### config.mk
export PLATFORM = sky130hd
export DESIGN_NAME = microseq
export DESIGN_NICKNAME = d
export VERILOG_FILES = /design/src/rtl/microseq_pkg.sv /design/src/rtl/microseq_ustack.sv /design/src/rtl/microseq.sv
export SDC_FILE = /design/constraint.sdc
export NUM_CORES = 1
export LEC_CHECK = 0
export CAP_MARGIN = 0
export CORE_MARGIN = 10
export CORE_UTILIZATION = 54
export DETAILED_ROUTE_END_ITERATION = 10
export PLACE_DENSITY = 0.88
export SETUP_SLACK_MARGIN = 0.3
export SKIP_CTS_REPAIR_TIMING = 1
export SYNTH_ARGS = -nofsm -noshare
export SYNTH_HDL_FRONTEND = slang
export SYNTH_SLANG_ARGS = --single-unit
### constraint.sdc
create_clock -name clk -period 7.95 [get_ports clk]
set_input_delay 1.59 -clock clk [delete_from_list [all_inputs] [get_ports clk]]
set_output_delay 1.59 -clock clk [all_outputs]
set_load 0.05 [all_outputs]
### src/rtl/microseq_pkg.sv
// Shared T11 microsequencer constants: microword layout, seq codes,
// dispatch addresses and the cip dispatch helper.
package microseq_pkg;

    localparam int UW = 27;
    localparam int AW = 9;
    localparam int SD = 4;

    localparam int ALU_LSB = 22;
    localparam int SRC_LSB = 18;
    localparam int DST_LSB = 14;
    localparam int WR_LSB  = 12;
    localparam int SEQ_LSB = 9;
    localparam int TGT_LSB = 0;

    typedef enum logic [2:0] {
        SEQ_NEXT = 3'd0,
        SEQ_JMP  = 3'd1,
        SEQ_JZ   = 3'd2,
        SEQ_CIP  = 3'd3,
        SEQ_CSD  = 3'd4,
        SEQ_CDD  = 3'd5,
        SEQ_RET  = 3'd6,
        SEQ_RSV  = 3'd7
    } seq_e;

    typedef struct packed {
        logic [4:0]    alu;
        logic [3:0]    src;
        logic [3:0]    dst;
        logic [1:0]    wr;
        seq_e          seq;
        logic [AW-1:0] target;
    } uop_t;

    localparam logic [AW-1:0] UA_RESET   = 9'h000;
    localparam logic [AW-1:0] UA_SD_BASE = 9'h100;
    localparam logic [AW-1:0] UA_DD_BASE = 9'h110;
    localparam logic [AW-1:0] UA_DISP_A  = 9'h028;
    localparam logic [AW-1:0] UA_DISP_B  = 9'h008;
    localparam logic [AW-1:0] UA_DISP_IL = 9'h1ff;

    // Opcode-class dispatch: double-operand group first, then the
    // two special single-word encodings, else the illegal handler.
    function automatic logic [AW-1:0] cip_target(input logic [15:0] ir);
        logic [AW-1:0] t;
        if (ir[14:12] != 3'd0)
            t = {ir[14:12], 6'b0};
        else if (ir[15:6] == 10'o0053)
            t = UA_DISP_A;
        else if (ir[15:8] == 8'h02)
            t = UA_DISP_B;
        else
            t = UA_DISP_IL;
        return t;
    endfunction

endpackage

### src/rtl/microseq_ustack.sv
// ustack: 4-deep LIFO of 9-bit return addresses.
// Ports: clk, reset_n, push, pop, din -> dout (top, 0 when empty), depth, overflow, underflow.
module ustack
    import microseq_pkg::*;
(
    input  logic          clk,
    input  logic          reset_n,
    input  logic          push,
    input  logic          pop,
    input  logic [AW-1:0] din,
    output logic [AW-1:0] dout,
    output logic [2:0]    depth,
    output logic          overflow,
    output logic          underflow
);

    logic [AW-1:0] mem [SD];
    logic [1:0]    top;
    logic          full;
    logic          empty;

    assign full      = (depth == 3'd4);
    assign empty     = (depth == 3'd0);
    assign top       = depth[1:0] - 2'd1;
    assign dout      = empty ? '0 : mem[top];
    assign overflow  = push && full;
    assign underflow = pop && empty;

    always_ff @(posedge clk) begin
        if (!reset_n)
            depth <= 3'd0;
        else if (push && !full)
            depth <= depth + 3'd1;
        else if (pop && !empty)
            depth <= depth - 3'd1;
    end

    // Contents need no reset: depth alone defines what is live.
    always_ff @(posedge clk) begin
        if (reset_n && push && !full)
            mem[depth[1:0]] <= din;
    end

endmodule

### src/rtl/microseq.sv
// microseq: T11 microprogram sequencer producing the next microaddress.
// Ports: clk, reset_n, uop, ir, zflag, hold -> uaddr, upc, depth, err.
module microseq
    import microseq_pkg::*;
(
    input  logic          clk,
    input  logic          reset_n,
    input  logic [UW-1:0] uop,
    input  logic [15:0]   ir,
    input  logic          zflag,
    input  logic          hold,
    output logic [AW-1:0] uaddr,
    output logic [AW-1:0] upc,
    output logic [2:0]    depth,
    output logic          err
);

    uop_t          u;
    logic          valid;
    logic          push;
    logic          pop;
    logic [AW-1:0] nxt;
    logic [AW-1:0] dout;
    logic          ovf;
    logic          unf;
    logic          unused_bits;

    assign u   = uop_t'(uop);
    assign nxt = upc + 9'd1;

    assign unused_bits = ^{u.alu, u.src, u.dst, u.wr, ir[2:0]};

    ustack u_stack (
        .clk       (clk),
        .reset_n   (reset_n),
        .push      (push),
        .pop       (pop),
        .din       (nxt),
        .dout      (dout),
        .depth     (depth),
        .overflow  (ovf),
        .underflow (unf)
    );

    // Stack actions only decode when the sequencer is live, so
    // reset, the invalid cycle and hold never disturb the stack.
    always_comb begin
        push  = 1'b0;
        pop   = 1'b0;
        uaddr = nxt;
        if (!reset_n || !valid) begin
            uaddr = UA_RESET;
        end else if (hold) begin
            uaddr = upc;
        end else begin
            unique case (u.seq)
                SEQ_JMP: uaddr = u.target;
                SEQ_JZ:  uaddr = zflag ? u.target : nxt;
                SEQ_CIP: begin
                    push  = 1'b1;
                    uaddr = cip_target(ir);
                end
                SEQ_CSD: begin
                    push  = 1'b1;
                    uaddr = UA_SD_BASE + AW'({ir[11:9], 5'b0});
                end
                SEQ_CDD: begin
                    push  = 1'b1;
                    uaddr = UA_DD_BASE + AW'({ir[5:3], 5'b0});
                end
                SEQ_RET: begin
                    pop   = 1'b1;
                    uaddr = dout;
                end
                default: uaddr = nxt;
            endcase
        end
    end

    always_ff @(posedge clk) begin
        if (!reset_n) begin
            valid <= 1'b0;
            upc   <= UA_RESET;
            err   <= 1'b0;
        end else if (!valid) begin
            valid <= 1'b1;
            upc   <= UA_RESET;
        end else if (!hold) begin
            upc <= uaddr;
            if (ovf || unf)
                err <= 1'b1;
        end
    end

endmodule

==> qor.yml <==
cts-root-buf: "clkbuf_8"
final_cell_mix: "50 x clkdlybuf4s50_1, 36 x edfxtp_1, 16 x nand2_1"
ys_seq_area_share_pct: 48.1
overflow: 0
internal-power_uw: 417
max_slew.worst_pin.slew_ns: 0.923
fmax_mhz: 150
syn_inst: 251
antenna_cells: 0
dieArea_um2: 8540
pwr-share-comb_pct: 16.7
slew_viol_final: 0
worstPathRequired_ns: 6.36
cap_violations: 0
switchingPower_uw: 147
vias: 2232
io-pin-count: 69
core_um2: 5110
yosys_warnings: 0
min_period_ns: 6.66
final_nets: 349
fin_crit_sh_pct: 83.8
powerDensity_nw_per_um2: 162
synth_ff_type: "edfxtp_1"
clkPwrFrac_pct: 32.4
hpwl_um: 5430
skew_ns: 0.00711
syn_avg_cell_area_um2: 11.3
rows: 26
num-fill-cells: 387
regArea_um2: 1360
viasPerCell: 6.08
avgRoutedWirePerCell_um: 19.8
crit_type: "in2out"
synth_seq_cells: 50
synth_edf_count: 36
ys_async_sr_fraction_pct: 0
grt.total_usage_pct: 17.5
synth_area_um2: 2830
p_total_uw: 563
arrival_ns: 5.07
die_w_um: 92.4
areaGrowthSynthToFinish_pct: 22.9
final_common_cell: "clkdlybuf4s50_1"
status: "finished clean"
min_path_type: "reg2reg"
clockBufferDepth: 2
ys_types: 61
drtIter0Drc: 183
start_kind: "input port"
crit_fanout: 16
start_util_pct: 55.4
drive_gt1_share_pct: 11.8
die_h_um: 92.4
finalSetupTns_ns: 0
antenna_found_initial: 0
max_slew_margin_pct: 38.2
cts_buffers: 5
vdd_ir_drop_max_mv: 0.116
clk_latency_ns: 0.30
multiInputGateArea_um2: 1360
grt_pass1_wl_um: 11900
p_leak_nw: 1.18
clk_pin_slew_ns: 0.10
cts_tree: "yes"
hold_violations: 0
drc: 0
postRouteAntennaNets: 0
swShare_pct: 26.0
grt_pass1_vias: 2298
rsz0062_at_grt: "no"
pwr-share-seq_pct: 50.9
first_pass_iters: 4
htree_levels: 2
clock_sinks: 50
utilization_pct: 68.1
syn_nets: 304
grt_max_degree: 24
crit_path_end_kind: "output port"
wl_um: 7270
setup_viol: 0
gp_congestion: 0.907
numPortBuffers: 50
==> cell families after synthesis <==
logic type               count (synthesis)  share of synthesized area, %
AO/OA/AOI/OAI                           67                          17.6
XOR/XNOR                                 9                          2.78
flip-flops                              50                          48.1
AND/OR/NAND/NOR                         79                          15.4
multiplexers                            14                          9.06
adder cells (fa/ha/maj)                  6                          2.92
buffers and inverters                   26                          4.11
==> registers in the layout (all words and copies together) (netlist names) <==
register / count
valid: 1
upc: 9
u_stack.depth: 3
u_stack.mem: 36
err: 1
==> worst max-delay path, cell delays in order <==
cell and delay [ns]:
clkdlybuf4s50_1 0.81, nor2b_1 0.66, and3_1 0.55, a2111oi_4 0.14, a2111oi_1 0.42, clkdlybuf4s50_1 0.89
==> power by group through the flow <==
stage          combinational [mW]  clock (mW)  sequential [mW]
2_1_floorplan              0.0515           0            0.298
4_1_cts                    0.0939       0.185            0.286
5_1_grt                     0.101       0.195            0.287
3_5_place_dp               0.0937           0            0.292
6_report                   0.0942       0.182            0.286
3_3_place_gp               0.0911           0            0.292
==> metrics by stage <==
step / cell area (um2) / instances / worst slack (ns) / hold WS [ns]
2_1_floorplan: 2830 / 251 / 2.18 / 0.531
3_3_place_gp: 3370 / 359 / 1.36 / 0.449
3_5_place_dp: 3370 / 359 / 1.28 / 0.468
4_1_cts: 3480 / 367 / 1.24 / 0.491
5_1_grt: 3480 / 367 / 1.05 / 0.520
6_report: 3480 / 367 / 1.29 / 0.485
==> cell usage after synthesis, drive strengths merged (3+ instances only) <==
master / n / share of area [%]
a2111oi: 3 / 1.7
a21oi: 15 / 2.7
a221oi: 5 / 1.5
a22oi: 4 / 1.1
a31oi: 3 / 0.66
and2: 8 / 1.9
buf: 8 / 1.7
clkbuf: 6 / 0.80
dfxtp: 14 / 9.9
edfxtp: 36 / 38
ha: 5 / 2.2
inv: 11 / 1.5
mux2: 3 / 1.2
mux4: 9 / 7.2
nand2: 16 / 2.1
nand2b: 3 / 0.66
nand3: 6 / 1.1
nand3b: 3 / 0.93
nand4: 3 / 0.66
nor2: 14 / 1.9
nor2b: 5 / 1.1
nor3: 11 / 2.1
o21ai: 13 / 2.7
o21bai: 3 / 0.80
o22ai: 5 / 1.1
xnor2: 5 / 1.5
xor2: 4 / 1.2
==> worst paths after layout <==
kind / cells past startpoint / from / to / slack, ns
setup / recovery: 6 / uop[10] / uaddr[0] / 1.29
hold / removal: 2 / err / err / 0.49
setup reg to reg: 7 / u_stack.depth[0] / upc[3] / 5.04
hold reg to reg: 2 / err / err / 0.49
==> cell type report <==
| class | count | share of cell area (%) |
|---|---|---|
| multi-input combinational | 175 | 39.0 |
| clock inverter | 3 | 1.26 |
| sequential | 50 | 39.1 |
| timing repair buffer | 52 | 14.8 |
| tap | 70 | 2.52 |
| inverter | 12 | 1.29 |
| clock buffer | 5 | 1.98 |
==> routing by layer <==
| metal | wire, um | global-route usage (%) |
|---|---|---|
| met4 | 148 | 8.61 |
| met3 | 573 | 4.44 |
| met2 | 3540 | 27.8 |
| met5 | 0 | 0 |
| met1 | 3000 | 21.6 |
Power figures use the tool's default switching activity.
